**config.mk**
```make
export PLATFORM = sky130hd
export DESIGN_NAME = f_u_rca3_reg
export DESIGN_NICKNAME = d
export VERILOG_FILES = /design/src/rtl/f_u_rca3_reg.sv
export SDC_FILE = /design/constraint.sdc
export NUM_CORES = 1
export LEC_CHECK = 0
export BUFFER_PORTS_ARGS = -buffer_cell sky130_fd_sc_hd__clkbuf_2
export CORE_AREA = 4 4 41 43
export DETAILED_ROUTE_END_ITERATION = 8
export DIE_AREA = 0 0 45 47
export GPL_ROUTABILITY_DRIVEN = 0
export SYNTH_ARGS = -nofsm -noshare
export SYNTH_HDL_FRONTEND = slang
export SYNTH_SLANG_ARGS = --single-unit
```
**constraint.sdc**
```tcl
create_clock -name clk -period 0.8 [get_ports clk]
set_input_delay 0.04 -clock clk [delete_from_list [all_inputs] [get_ports clk]]
set_output_delay 0.04 -clock clk [all_outputs]
set_load 0.01 [all_outputs]
```
**src/rtl/f_u_rca3_reg.sv**
```systemverilog
// f_u_rca3_reg: registered flat 3-bit ripple-carry adder, out = a + b with carry-out in out[3].
// Define F_U_RCA3_INREG_EN to register a and b first, which makes the latency 2 cycles instead of 1.
module f_u_rca3_reg (
  input  logic       clk,
  input  logic       rst_n,
  input  logic [2:0] a,
  input  logic [2:0] b,
  output logic [3:0] out
);
  logic [2:0] w_a, w_b, w_s, w_c;
`ifdef F_U_RCA3_INREG_EN
  logic [2:0] r_a, r_b;
  always_ff @(posedge clk or negedge rst_n) begin
    if (!rst_n) begin
      r_a <= 3'd0;
      r_b <= 3'd0;
    end else begin
      r_a <= a;
      r_b <= b;
    end
  end
  assign w_a = r_a;
  assign w_b = r_b;
`else
  assign w_a = a;
  assign w_b = b;
`endif
  assign w_s[0] = w_a[0] ^ w_b[0];
  assign w_c[0] = w_a[0] & w_b[0];
  assign w_s[1] = w_a[1] ^ w_b[1] ^ w_c[0];
  assign w_c[1] = (w_a[1] & w_b[1]) | ((w_a[1] ^ w_b[1]) & w_c[0]);
  assign w_s[2] = w_a[2] ^ w_b[2] ^ w_c[1];
  assign w_c[2] = (w_a[2] & w_b[2]) | ((w_a[2] ^ w_b[2]) & w_c[1]);
  always_ff @(posedge clk or negedge rst_n) begin
    if (!rst_n) out <= 4'd0;
    else        out <= {w_c[2], w_s};
  end
endmodule

```
Yosys cells after proc, flatten, opt, wreduce, memory -nomap -nowiden
Index checks and enable logic that the tools add are counted.
- flip-flop bits (word level): 4
- RAM bits: 0
- bits in read-only memories: 0
- bits in latches: 0
- memories: 0
- output and inout bits: 4
- muxes and demuxes: 0
- add/sub/neg operators: 0
- multiply operators: 0
- divide/modulo/power cells: 0
- shift-type cells: 0
- order comparisons: 0
- bitwise logic cells: 12
- eq/ne operators: 0
- reductions and logical operators: 0
- operators with widths (cell ; number):
    AND 1 bit ; 5
    XOR 1 bit ; 5
    OR 1 bit ; 2

Depth between registers and ports, before layout
Gate-level depths: netlist of the first run.
- depth after elaboration: 5
- mapped depth: 5
- depth with buffers taken out: 5

Least setup slack after synthesis of the first run
OpenSTA, ideal clock, no wires.
- kind: input-to-reg
- from: input a[0]
- to: register out[2]
- setup time: 114 ps
- arrival: 1075 ps
- data required time: 686 ps
- path slack: -388 ps
- path buffers: 0
- stages: 5
- cells stage by stage: ha_1 > inv_1 > fa_1 > fa_1 > inv_1
- word-level cells in the longest chain between the ends: 4
- RTL lines (what ; RTL line ; text):
    start: declaration ; 6 ; input logic [2:0] a,
    AND 1 bit ; 29 ; assign w_c[0] = w_a[0] & w_b[0];
    AND 1 bit ; 31 ; assign w_c[1] = (w_a[1] & w_b[1]) | ((w_a[1] ^ w_b[1]) & w_c[0]);
    OR 1 bit ; 31 ;
    XOR 1 bit ; 32 ; assign w_s[2] = w_a[2] ^ w_b[2] ^ w_c[1];
    via w_s[2] ; 10 ; logic [2:0] w_a, w_b, w_s, w_c;
    end signal: assignment ; 36 ; else out <= {w_c[2], w_s};
    end: declaration ; 8 ; output logic [3:0] out
The timed path passes the listed nets, and every way through them passes these cells.

Worst setup path in the final report of the first run
Same ends and word-level chain as after synthesis.

==> results.ini, run 1 <==
[timing]
max_slew_margin_pct = 93.41
timing.final.ws_setup_ns = -0.1841
slew_violations = 0
period_share_pct = 123.0
finalHoldViolations = 0
hold-worst-slack_ns = 0.02249
fin_crit_ns = 0.9841
finalSetupViolations = 2
fmax_mhz = 1016
worst_slew_pin_slew_ns = 0.09882
rsz0062_at_grt = true

[clock_network]
cts_htree_levels = 1
clk_pin_slew_worst_paths_ns = 0.04
cts_made_buffers = 3
cts-root-buf = clkbuf_4
cts_sinks = 4
cts_tree = yes
cts_buffer_depth = 2
post_cts_buffers = 0

[global_routing]
grt_pass1_vias = 157
grt_usage_pct = 4.535
overflow = 0
grt_pass1_wl_um = 552
antenna_found_initial = 0
use_met1_pct = 3.480
use_met3_pct = 3.448
busiest_layer = met4
grt_max_degree = 5
grt_util_met2_pct = 5.932

[setup_path]
crit_type = primary input to flip-flop
arrival_ns = 1.11
required_ns = 0.92
crit_fanout = 1
cp-end-kind = flip-flop
start_kind = primary input

[floorplanning]
io_pins = 12
die_w_um = 45
start_util_pct = 14.04
die_y_um = 47
rows = 13
core_region_area_um2 = 1301
design.die.area_um2 = 2115

[synth]
syn_inst = 15
synth_area_um2 = 182.7
syn_nets = 26
synth_simple_gate_area_share_pct = 0
ys_ff_latch = 4
synth_top_family_by_area = adder cells
synth_xor_area_share_pct = 0
synth.area.mux_share_pct = 0
synth-compound-area-share_pct = 0
synth_fa_ha_area_share_pct = 28.77
synth-seq-area-share_pct = 54.79
post_synth.cell_area_avg_um2 = 12.18
synth_warnings = 0
synth.distinct_cells = 4

[place]
place.port_buffers = 11
post_dp_cell_area_um2 = 271.5

[finish]
top_register = out
num_antenna_cells = 0
area_growth_pct = 75.34
largest_reg_flops = 4
reg_top3 = out: 4 flops
final_common_cell = clkbuf_2
design_area_um2 = 320.3
layout_common_cells = clkbuf_2, inv_1, dfrtp_1
layout-drive-gt1-share_pct = 56.67
nets = 43
fin_util_pct = 24.62

[detailed_routing]
wirelength_um = 362
firstDrtPassIters = 1
first_iter_violations = 0
drcViolationCount = 0
wl_per_cell_um = 8.044
num_vias = 137
ant_nets = 0
vias_per_cell = 3.044

[power_and_ir_drop]
p_comb_share_pct = 19.3
clockPowerShare_pct = 41.0
intPower_mw = 0.4558
p_leak_nw = 0.1769
p_total_mw = 0.5930
p_sw_mw = 0.1372
p_per_area_nw_per_um2 = 1851
p_seq_share_pct = 39.7
vdd.ir_drop.worst_uv = 305.7
power.share.switching_pct = 23.13

[min_path]
hold_path_class = primary input to flip-flop

[run_status]
outcome = finished, violations left
violations = negative setup slack

[flow_run]
cap_violations = 0

[cell usage after synthesis]
| master | n | share of area, % |
|---|---|---|
| dfrtp_1 | 4 | 55 |
| fa_1 | 2 | 22 |
| ha_1 | 1 | 6.8 |
| inv_1 | 8 | 16 |
[worst max-delay path: stages]
cell and delay (ns):
buf_8 0.07, ha_4 0.12, inv_2 0.03, fa_2 0.32, fa_1 0.48, inv_1 0.04
[cells by family after synthesis]
logic type and Yosys count:
flops 4, buf+inv 8, fa+ha+maj 3
[per-layer routing]
layer | wire, um | share of wire [%]
met5 | 0 | 0
met4 | 0 | 0
met3 | 72 | 20
met2 | 156 | 43
met1 | 133 | 37
[area by class of cell]
class                      count  area (um2)
timing repair buffer          12       81.33
fill                         146       980.9
multi-input combinational      3       67.56
sequential                     4       100.1
clock buffer                   3       22.52
tap                           15       18.77
inverter                       8       30.03
[metrics by stage]
| step | setup slack [ns] | instances | setup TNS (ns) |
|---|---|---|---|
| after global routing | -0.1973 | 45 | -0.2833 |
| after global placement | -0.4676 | 41 | -0.9560 |
| final | -0.1841 | 45 | -0.2332 |
| after CTS | -0.2195 | 45 | -0.3082 |
| after detailed placement | -0.4934 | 41 | -1.000 |
| after floorplan | -0.3148 | 15 | -0.4908 |
[repair_timing]
action / CTS / global route
resized for setup: 1 / 2
hold endpoints to repair: 4 / 0
hold buffers: 1 / 0
endpoints found under the setup margin: 2 / 2
[power by group through the flow]
stage	Clock (mW)	Sequential, mW	Combinational [mW]
finish	0.243	0.235	0.115
global route	0.265	0.237	0.129
CTS	0.261	0.235	0.116
detailed placement	0	0.238	0.109
global placement	0	0.239	0.104
floorplan	0	0.254	0.0333
[path summary, 6_finish.rpt]
kind / end / cells after the start / startpoint
setup / recovery: out[2]$_DFF_PN0_ / 6 / a[0]
hold / removal: out[0]$_DFF_PN0_ / 2 / b[0]
max in group asynchronous: out[3]$_DFF_PN0_ / 2 / rst_n
min in group asynchronous: out[2]$_DFF_PN0_ / 2 / rst_n
Note: power is estimated with default switching activity, not from simulation.
==> run 2, diff against run 1 <==
GPL_TIMING_DRIVEN = 0   (was unset)
==> run 2 against run 1 <==
Combinational power about the same. Die area unchanged. Sequential cell count unchanged. Wire length down 4.4%. Via count down 3.6%. Critical path type unchanged. Design area unchanged. Highest routed layer unchanged. Global-route usage up 0.16 points. The run still ends with negative setup slack left.
==> results.ini, run 2 (synthesis gave the netlist of run 1 again) <==
[global_routing]
grt_max_degree = 5
grt_usage_pct = 4.697
overflow = 0
antenna_found_initial = 0
grt_pass1_wl_um = 572
grt_pass1_vias = 163

[floorplanning]
start_util_pct = 14.04
design.die.area_um2 = 2115
die_y_um = 47
die_w_um = 45
rows = 13
core_region_area_um2 = 1301
io_pins = 12

[clock_network]
cts_buffer_depth = 2
cts_tree = yes
cts_made_buffers = 3
cts_htree_levels = 1
clk_pin_slew_worst_paths_ns = 0.04
post_cts_buffers = 0
cts-root-buf = clkbuf_4
cts_sinks = 4

[detailed_routing]
wl_met3_um = 87
ant_nets = 0
routed.top_layer = met3
first_iter_violations = 0
wl_per_cell_um = 7.689
num_vias = 132
drcViolationCount = 0
vias_per_cell = 2.933
wirelength_um = 346
firstDrtPassIters = 1
wl_met2_um = 130
wl_met1_um = 129

[place]
place.port_buffers = 11
dp.cells = 41
post_dp_cell_area_um2 = 271.5

[min_path]
hold_path_class = primary input to flip-flop

[setup_path]
start_kind = primary input
arrival_ns = 1.10
required_ns = 0.93
cp-end-kind = flip-flop
crit_fanout = 1
crit_type = primary input to flip-flop

[power_and_ir_drop]
p_per_area_nw_per_um2 = 1859
p_leak_nw = 0.1769
vdd.ir_drop.worst_uv = 323.1

[finish]
multi_input_area_um2 = 67.56
num_antenna_cells = 0
fillCellCount = 148
nets = 43
fin_util_pct = 24.62
top_register = out
layout_common_cells = clkbuf_2, inv_1, dfrtp_1
regArea_um2 = 100.1
design_area_um2 = 320.3
instances_no_fill = 45
largest_reg_flops = 4
area_growth_pct = 75.34
layout-drive-gt1-share_pct = 56.67
final_common_cell = clkbuf_2
reg_top3 = out: 4 flops

[timing]
slew_violations = 0
fin_crit_ns = 0.9754
fmax_mhz = 1025
worst_slew_pin_slew_ns = 0.09780
finalSetupViolations = 2
max_slew_margin_pct = 93.48
rsz0062_at_grt = true
hold-worst-slack_ns = 0.02074
timing.final.ws_setup_ns = -0.1754
finalHoldViolations = 0
period_share_pct = 121.9

[run_status]
violations = negative setup slack
outcome = finished, violations left

[flow_run]
cap_violations = 0

## run 2: cell counts in the layout (fill, tap and decap cells not counted)
No cell type changed its count.
## run 2: worst paths after layout
path                       slack (ns)                to  cells past startpoint  startpoint
max                             -0.18  out[2]$_DFF_PN0_                      6        a[0]
min                              0.02  out[0]$_DFF_PN0_                      2        b[0]
max in group asynchronous        0.54  out[3]$_DFF_PN0_                      2       rst_n
min in group asynchronous        0.14  out[1]$_DFF_PN0_                      2       rst_n
## run 2: where the power goes
group	switching, mW	internal [mW]	total [mW]
clock	0.0788	0.168	0.246
sequential	0.00542	0.229	0.235
combinational	0.0553	0.0590	0.114
## run 2: through the flow
step | worst slack, ns | total power [mW] | setup TNS, ns
after detailed placement | -0.4734 | 0.3455 | -0.9998
after global placement | -0.4683 | 0.3421 | -0.9576
final | -0.1754 | 0.5955 | -0.2234
after CTS | -0.2095 | 0.6128 | -0.2963
after global routing | -0.1912 | 0.6487 | -0.2577
after floorplan | -0.3148 | 0.2871 | -0.4908
## run 2: layout make-up
class / instances / area share [%]
repair buffers: 12 / 25.39
inverters: 8 / 9.375
clock buffers: 3 / 7.031
well taps: 15 / 5.859
multi-input cells: 3 / 21.09
flip-flops and latches: 4 / 31.25
## run 2: metal layers
metal | up-vias | GRT usage, %
li1 | 68 | -
met1 | 53 | 3.953
met2 | 11 | 4.802
met3 | 0 | 4.981
met4 | 0 | 7.018
met5 | - | 0
## run 2: worst max-delay path, cell delays in order
cell	delay, ns
buf_8	0.07
ha_4	0.12
inv_2	0.03
fa_2	0.33
fa_1	0.48
inv_1	0.03
## run 2: what timing repair did
action                     4_1_cts  5_1_grt
hold endpoints to repair         4        0
hold buffers                     1        0
resized for setup                1        2
setup endpoints to repair        2        2
==> run 3, diff against run 2 <==
ABC_AREA = 1   (was unset)
CELL_PAD_IN_SITES_DETAIL_PLACEMENT = 1   (was unset)
CELL_PAD_IN_SITES_GLOBAL_PLACEMENT = 2   (was unset)
PLACE_DENSITY_LB_ADDON = 0.1   (was unset)
==> run 3 against run 2 <==
The flow still finishes with violations (negative setup slack). First-iteration DRC count is the same. Design area is the same. Die area is the same. Final cell count is the same. Critical path depth is the same. Clock power is essentially flat. Combinational power is essentially flat. Power grew 0.21%. Wire length shrank 0.29%. Setup slack lost 0.0079 ns. Highest routed layer is now met4.
==> results.ini, run 3 (synthesis gave the netlist of run 1 again) <==
[run_status]
outcome = finished, violations left
violations = negative setup slack

[finish]
num_antenna_cells = 0
layout-drive-gt1-share_pct = 56.67
nets = 43
area_growth_pct = 75.34
reg_top3 = out: 4 flops
top_register = out
fin_util_pct = 24.62
design_area_um2 = 320.3
instances_no_fill = 45
final_common_cell = clkbuf_2
largest_reg_flops = 4
layout_common_cells = clkbuf_2, inv_1, dfrtp_1

[timing]
slew_violations = 0
finalHoldViolations = 0
max_slew_margin_pct = 93.04
hold-worst-slack_ns = 0.01739
finalSetupViolations = 2
rsz0062_at_grt = true
final.setup.tns_ns = -0.2254
timing.final.ws_setup_ns = -0.1833
fmax_mhz = 1017
fin_crit_ns = 0.9833
worst_slew_pin_slew_ns = 0.1043
period_share_pct = 122.9

[detailed_routing]
num_vias = 144
wirelength_um = 345
drcViolationCount = 0
ant_nets = 0
wl_per_cell_um = 7.667
vias_per_cell = 3.200
first_iter_violations = 0
firstDrtPassIters = 1

[clock_network]
clk_pin_slew_worst_paths_ns = 0.04
cts_sinks = 4
cts_made_buffers = 3
cts_buffer_depth = 2
cts-root-buf = clkbuf_4
cts_htree_levels = 1
cts_tree = yes

[place]
dp.cells = 41
place.port_buffers = 11
dp_hpwl_um = 305.2
post_dp_cell_area_um2 = 271.5
place_ws_ns = -0.4819

[floorplanning]
die_w_um = 45
rows = 13
design.die.area_um2 = 2115
start_util_pct = 14.04
core_region_area_um2 = 1301
die_y_um = 47
io_pins = 12

[power_and_ir_drop]
vdd.ir_drop.worst_uv = 356.2
p_per_area_nw_per_um2 = 1863
p_leak_nw = 0.1769
p_total_mw = 0.5967

[global_routing]
antenna_found_initial = 0
grt_max_degree = 5
grt_pass1_vias = 170
grt_pass1_wl_um = 600
grt_usage_pct = 4.527
overflow = 0

[flow_run]
cap_violations = 0

[setup_path]
crit_fanout = 1
required_ns = 0.92
start_kind = primary input
setup.worst_path.start = a[0]
arrival_ns = 1.11
crit_slowest_cell = fa_1
crit_type = primary input to flip-flop
slowest_delay_ns = 0.48
cp_cell_sequence = buf_8 -> ha_4 -> inv_2 -> fa_2 -> fa_1 -> inv_1
cp-end-kind = flip-flop

[min_path]
hold_path_class = primary input to flip-flop
holdPathEnd = out[0]$_DFF_PN0_
hp-start = b[0]
min_path_cells = 2

run 3: cell counts in the layout (fill, tap and decap cells not counted):
Identical to the previous run, type by type.
run 3: layout make-up:
cell class / instances / area (um2)
Multi-Input combinational cell: 3 / 67.56
Clock buffer: 3 / 22.52
Timing Repair Buffer: 12 / 81.33
Tap cell: 15 / 18.77
Fill cell: 161 / 980.9
Sequential cell: 4 / 100.1
Inverter: 8 / 30.03
run 3: worst max-delay path by stage:
stage / endpoint / slack, ns / depth (start not counted)
3_5_place_dp: out[2]$_DFF_PN0_ / -0.48 / 6
5_1_grt: out[2]$_DFF_PN0_ / -0.21 / 6
6_report: out[2]$_DFF_PN0_ / -0.18 / 6
3_3_place_gp: out[2]$_DFF_PN0_ / -0.47 / 6
4_1_cts: out[2]$_DFF_PN0_ / -0.22 / 6
2_1_floorplan: out[2]$_DFF_PN0_ / -0.31 / 5
run 3: worst max-delay path: cells and delay by family:
family / cells / cell delay [ns]
fa+ha+maj: 3 / 0.92
buf+inv: 3 / 0.14
run 3: repair_timing:
| item | CTS | global route |
|---|---|---|
| hold buffers | 1 | 0 |
| resized for setup | 1 | 2 |
| buffers inserted | 0 | 0 |
| endpoints found under the hold margin | 4 | 0 |
| endpoints found under the setup margin | 2 | 3 |
run 3: per-layer routing:
metal | GRT usage, % | vias up | share of wire [%]
li1 | - | 68 | -
met1 | 4.388 | 63 | 36
met2 | 5.650 | 11 | 46
met3 | 1.149 | 2 | 13
met4 | 8.772 | 0 | 4.1
met5 | 0 | - | 0
run 3: power breakdown:
group	switching, mW	internal, mW
Clock	0.0789	0.167
Combinational	0.0542	0.0595
Sequential	0.00683	0.230
Total	0.140	0.457
